==> config.mk <==
export PLATFORM = sky130hd
export DESIGN_NAME = branch_resolver_flat
export DESIGN_NICKNAME = d
export VERILOG_FILES = /design/src/rtl/branch_resolver_if.sv /design/src/rtl/branch_resolver.sv /design/src/flat_wrapper.sv
export SDC_FILE = /design/constraint.sdc
export NUM_CORES = 1
export LEC_CHECK = 0
export BUFFER_PORTS_ARGS = -buffer_cell sky130_fd_sc_hd__clkbuf_2
export CAP_MARGIN = 20
export CORE_MARGIN = 2
export CORE_UTILIZATION = 55
export DETAILED_ROUTE_END_ITERATION = 7
export GPL_TIMING_DRIVEN = 0
export PLACE_DENSITY = 0.88
export SLEW_MARGIN = 20
export SYNTH_ARGS = -nofsm -noshare
export SYNTH_HDL_FRONTEND = slang
export SYNTH_SLANG_ARGS = --single-unit
==> constraint.sdc <==
create_clock -name clk -period 6 [get_ports clk]
set_input_delay 0 -clock clk [delete_from_list [all_inputs] [get_ports clk]]
set_output_delay 0 -clock clk [all_outputs]
set_load 0.05 [all_outputs]
==> src/rtl/branch_resolver_if.sv <==
// branch_resolver_if: EX-stage operands in, PC-select redirect and statistics out
interface branch_resolver_if #(
    parameter int CNT_W = 16
) ();
    logic             valid_in;
    logic             stall;
    logic [2:0]       br_op;
    logic [31:0]      pc_in;
    logic [31:0]      imm;
    logic [25:0]      jtarget;
    logic [31:0]      rs_val;
    logic [31:0]      rt_val;
    logic             pc_src;
    logic [31:0]      branchtarget;
    logic             flush;
    logic [CNT_W-1:0] branch_count;
    logic [CNT_W-1:0] taken_count;

    modport slave (
        input  valid_in, stall, br_op, pc_in, imm, jtarget, rs_val, rt_val,
        output pc_src, branchtarget, flush, branch_count, taken_count
    );

    modport master (
        output valid_in, stall, br_op, pc_in, imm, jtarget, rs_val, rt_val,
        input  pc_src, branchtarget, flush, branch_count, taken_count
    );
endinterface

==> src/rtl/branch_resolver.sv <==
// branch_resolver: resolves EX branches/jumps into a registered one-cycle redirect plus flush
module branch_resolver #(
    parameter int CNT_W = 16
) (
    input logic clk,
    input logic rst,
    branch_resolver_if.slave bus
);
    typedef enum logic {IDLE, REDIRECT} state_t;

    state_t           r_state;
    logic             r_pc_src;
    logic             r_flush;
    logic [31:0]      r_target;
    logic [CNT_W-1:0] r_branch_count;
    logic [CNT_W-1:0] r_taken_count;

    logic        w_is_br;
    logic        w_eq;
    logic        w_lt;
    logic        w_taken;
    logic        w_sample;
    logic [31:0] w_pc4;
    logic [31:0] w_target;

    assign w_is_br  = (bus.br_op != 3'b000) && (bus.br_op != 3'b111);
    assign w_eq     = bus.rs_val == bus.rt_val;
    assign w_lt     = $signed(bus.rs_val) < $signed(bus.rt_val);
    assign w_taken  = (bus.br_op == 3'b001) ? w_eq :
                      (bus.br_op == 3'b010) ? !w_eq :
                      (bus.br_op == 3'b011) ? w_lt :
                      (bus.br_op == 3'b100) ? !w_lt :
                      (bus.br_op == 3'b101) || (bus.br_op == 3'b110);
    assign w_pc4    = bus.pc_in + 32'd4;
    assign w_target = (bus.br_op == 3'b101) ? {w_pc4[31:28], bus.jtarget, 2'b00} :
                      (bus.br_op == 3'b110) ? bus.rs_val :
                      w_pc4 + (bus.imm << 2);
    assign w_sample = bus.valid_in && !bus.stall && (r_state == IDLE) && w_is_br;

    // Resolution FSM: sample in IDLE, hold the redirect in REDIRECT until an unstalled edge
    always_ff @(posedge clk or posedge rst) begin
        if (rst) begin
            r_state        <= IDLE;
            r_pc_src       <= 1'b0;
            r_flush        <= 1'b0;
            r_target       <= '0;
            r_branch_count <= '0;
            r_taken_count  <= '0;
        end else if (r_state == REDIRECT) begin
            if (!bus.stall) begin
                r_state  <= IDLE;
                r_pc_src <= 1'b0;
                r_flush  <= 1'b0;
            end
        end else if (w_sample) begin
            if (r_branch_count != '1) r_branch_count <= r_branch_count + 1'b1;
            if (w_taken) begin
                r_state  <= REDIRECT;
                r_pc_src <= 1'b1;
                r_flush  <= 1'b1;
                r_target <= w_target;
                if (r_taken_count != '1) r_taken_count <= r_taken_count + 1'b1;
            end
        end
    end

    assign bus.pc_src       = r_pc_src;
    assign bus.flush        = r_flush;
    assign bus.branchtarget = r_target;
    assign bus.branch_count = r_branch_count;
    assign bus.taken_count  = r_taken_count;
endmodule

==> src/flat_wrapper.sv <==
// flat-port wrapper written by rule: the top's interface ports become plain ports
module branch_resolver_flat 
#(
    parameter int CNT_W = 16
)
  (clk, rst, bus_valid_in, bus_stall, bus_br_op, bus_pc_in, bus_imm, bus_jtarget, bus_rs_val, bus_rt_val, bus_pc_src, bus_branchtarget, bus_flush, bus_branch_count, bus_taken_count);
  branch_resolver_if #(.CNT_W(CNT_W)) bus_i ();
  input logic clk;
  input logic rst;
  input wire logic [$bits(bus_i.valid_in)-1:0] bus_valid_in;
  input wire logic [$bits(bus_i.stall)-1:0] bus_stall;
  input wire logic [$bits(bus_i.br_op)-1:0] bus_br_op;
  input wire logic [$bits(bus_i.pc_in)-1:0] bus_pc_in;
  input wire logic [$bits(bus_i.imm)-1:0] bus_imm;
  input wire logic [$bits(bus_i.jtarget)-1:0] bus_jtarget;
  input wire logic [$bits(bus_i.rs_val)-1:0] bus_rs_val;
  input wire logic [$bits(bus_i.rt_val)-1:0] bus_rt_val;
  output wire logic [$bits(bus_i.pc_src)-1:0] bus_pc_src;
  output wire logic [$bits(bus_i.branchtarget)-1:0] bus_branchtarget;
  output wire logic [$bits(bus_i.flush)-1:0] bus_flush;
  output wire logic [$bits(bus_i.branch_count)-1:0] bus_branch_count;
  output wire logic [$bits(bus_i.taken_count)-1:0] bus_taken_count;
  assign bus_i.valid_in = bus_valid_in;
  assign bus_i.stall = bus_stall;
  assign bus_i.br_op = bus_br_op;
  assign bus_i.pc_in = bus_pc_in;
  assign bus_i.imm = bus_imm;
  assign bus_i.jtarget = bus_jtarget;
  assign bus_i.rs_val = bus_rs_val;
  assign bus_i.rt_val = bus_rt_val;
  assign bus_pc_src = bus_i.pc_src;
  assign bus_branchtarget = bus_i.branchtarget;
  assign bus_flush = bus_i.flush;
  assign bus_branch_count = bus_i.branch_count;
  assign bus_taken_count = bus_i.taken_count;
  branch_resolver #(.CNT_W(CNT_W)) u_core (.clk(clk), .rst(rst), .bus(bus_i));
endmodule
==> impl_metrics.csv <==
group,metric,value,unit
die,start_util,56.8,%
layout,drive_above_1_share,26.9,%
pwr,sw_frac_of_total,46.3,%
die,die_area,12100,um2
drt,drc,0,
pwr,p_switching,1.04,mW
die,io_pins,227,
grt,grt_max_degree,35,
pwr,ir_drop,0.241,mV
die,num_rows,38,
worst_setup_path,cp-end-kind,"register",
timing,skew,5.41,ps
timing,slew_viol_final,0,
clocking,clockRootBuffer,"clkbuf_8",
placement,routabilityCongestion,0.997,
grt,grt_pass1_vias,6662,
die,design.core.area,10900,um2
pwr,p_int,1.21,mW
timing,max_freq,291,MHz
drt,avgViaCountPerCell,5.79,
clocking,cts_tree,"built",
pwr,powerDensity,282,nW/um2
worst_setup_path,crit_chain,"clkbuf_2, nand3_1, nor3_1, nand4_1, inv_1, nand2_1, nor2_1, xor2_1, ha_1, and3_1, a31oi_1, o21ai_0, or3_1, o2111ai_1, nand2_1, xor2_1, a211oi_1, nor3_1",
worst_setup_path,critPathLaunchType,"input pin",
layout,fillers,883,
drt,dr_total_vias,6708,
synth,synth_cell_types,66,
layout,final_cell_mix,"223 x clkbuf_2, 98 x nand2_1, 66 x dfrtp_1",
grt,grt_pass1_wl,31000,um
pwr,p_seq_share,29.0,%
timing,fin_crit,3440,ps
clocking,cts_buffers,9,
synth,syn_nets,981,
outcome,outcome,"finished clean",
grt,track_usage,33.1,%
drt,detail_route.iter0.violations,482,
synth,syn_area,6190,um2
timing,setup_viol,0,
layout,finalNetCount,1240,
synth,synth.avg_cell_area,8.19,um2
pwr,p_comb_share,48.4,%
clocking,cts_setup_buffers,0,
layout,seq_area,1650,um2
placement,dp_hpwl,15700,um
worst_setup_path,crit_arrival,3680,ps
clocking,path_clk_slew,70,ps
timing,slew_headroom,44.4,%
synth,syn_inst,755,
hold_path,hp-class,"in -> reg",
timing,fin_setup_tns,0,ps
synth,seq_area_frac_synth,26.7,%
clocking,clockBufferDepth,2,
pwr,clkPwrFrac,22.6,%
timing,finalHoldViolations,0,
clocking,cts.sinks,66,
synth,synthTopCellsByArea,"dfrtp_1 27%, ha_1 13%, nand2_1 5.9%",
drt,first_pass_iters,5,
worst_setup_path,required,6240,ps
layout,n_antenna_cell,0,
worst_setup_path,cp_slowest_cell,"nor3_1",
synth,ys_async_sr_fraction,100,%
timing,timing.hold.ws,15.3,ps
drt,routed_wl,19800,um
die,fp.dieW,110,um
synth,synth-edff-count,0,
synth,ys_ff_latch,66,
timing,rsz0062_at_grt,"no",
synth,synth_top_area_cell,"dfrtp_1",
layout,multi_input_area,4240,um2
pwr,leakagePower,4.16,nW
synth,yosys_warnings,0,
layout,final_common_cell,"clkbuf_2",
timing,period_share,57.4,%
worst_setup_path,critical_path_class,"in -> reg",
die,die-height,110,um
drt,wl_per_cell,17.1,um
worst_setup_path,max_stage_delay,680,ps
synth,synth_top_area_share,26.7,%
grt,overflow,0,
worst_setup_path,crit_path_max_fanout,7,
run,drv_cap,0,
clocking,h-tree-depth,3,
drt,drt.antenna.violating_nets,0,
placement,io_buffer_count,222,
synth,synth-main-ff-cell,"dfrtp_1",
grt,antenna_found_initial,0,
clocking,insertion_delay,360,ps
layout,area_growth,29.5,%
timing,tightest_slew,828,ps
metrics by stage:
stage	power, mW	util (%)	worst slack [ps]	instance area [um2]	std cells
3_3_place_gp	1.70	68.6	2310	7470	1117
3_5_place_dp	1.73	68.8	2220	7490	1118
2_1_floorplan	1.41	-	2830	6190	755
4_1_cts	2.25	73.6	2570	8010	1159
5_1_grt	2.37	73.6	2210	8010	1159
6_report	2.26	73.6	2560	8010	1159
Yosys cell counts (all sizes together), types with 2 or more instances:
cell     instances
o21ai           57
a31oi            4
nand2           98
inv             49
xor2            42
or3              3
and4             6
o31ai            9
and3            18
nor2b            5
nor4             4
a22oi            3
xnor2           33
a21oi           46
nor3b            7
and2             8
nor3            14
clkbuf          16
or2              4
o22ai            5
o41ai            2
ha              64
buf              8
nand3           27
a211oi          16
nand2b           5
o211a            3
nor2            51
dfrtp           66
mux2i            5
o211ai          11
a21o            11
mux2             8
nand4           21
o21bai           5
a2111oi          5
repair_timing:
item                      4_1_cts  5_1_grt
gates resized for setup         0        0
hold endpoints to repair       56        0
hold buffers                   25        0
registers in the layout, indices dropped and copies added (netlist names):
register                 flops
u_core.bus.pc_src            1
u_core.bus.taken_count      16
u_core.r_state               1
u_core.bus.branch_count     16
u_core.bus.branchtarget     32
cells by family (layout without fill, tap and decap cells):
group | count (synthesis) | after routing | share of synthesized area [%]
AO/OA/AOI/OAI | 190 | 190 | 20.1
XOR/XNOR | 75 | 75 | 10.6
adder cells (fa/ha/maj) | 65 | 65 | 13.3
buffers and inverters | 73 | 337 | 4.77
flip-flops | 66 | 66 | 26.7
multiplexers | 13 | 13 | 2.33
AND/OR/NAND/NOR | 273 | 273 | 22.2
cell type report:
type                    instances  share of cell area, %
clock buffers                  11                   1.76
inverters                      49                   2.33
plain buffers                  24                   1.39
well taps                     140                   2.19
flip-flops and latches         66                   20.6
clock inverters                 5                   1.56
repair buffers                248                   17.2
multi-input cells             616                   52.9
path summary, 6_finish.rpt:
check / start / endpoint / slack (ps) / cells after the start
min: bus_jtarget[7] / u_core.bus.branchtarget[9]$_DFFE_PP0P_ / 20 / 4
max reg2reg: u_core.bus.taken_count[0]$_DFFE_PP0P_ / u_core.bus.taken_count[1]$_DFFE_PP0P_ / 3380 / 7
max in group asynchronous: rst / u_core.bus.branchtarget[20]$_DFFE_PP0P_ / 5280 / 4
max: bus_pc_in[6] / u_core.bus.branchtarget[28]$_DFFE_PP0P_ / 2560 / 18
min in group asynchronous: rst / u_core.bus.branch_count[14]$_DFFE_PP0P_ / 190 / 3
min reg2reg: u_core.bus.branchtarget[17]$_DFFE_PP0P_ / u_core.bus.branchtarget[17]$_DFFE_PP0P_ / 480 / 2
worst max-delay path: cells and delay by family:
kind | cells | cell delay, ps
buf+inv | 2 | 240
xor+xnor | 2 | 340
compound gates | 4 | 820
simple gates | 9 | 2000
fa+ha+maj | 1 | 280
power groups by stage:
stage          Clock [mW]  Sequential [mW]  Combinational, mW
2_1_floorplan           0             1.03              0.375
3_5_place_dp            0            0.659               1.07
5_1_grt             0.531            0.666               1.17
3_3_place_gp            0            0.653               1.05
6_report            0.511            0.653               1.09
4_1_cts             0.510            0.651               1.09
layer usage:
layer | vias to the layer above | share of wire [%] | track usage (%)
met5 | - | 0 | 0
met4 | 0 | 4.4 | 17.3
met3 | 75 | 8.3 | 7.11
met2 | 339 | 48 | 56.7
met1 | 3056 | 40 | 38.9
li1 | 3238 | - | -
Power figures use the tool's default switching activity.
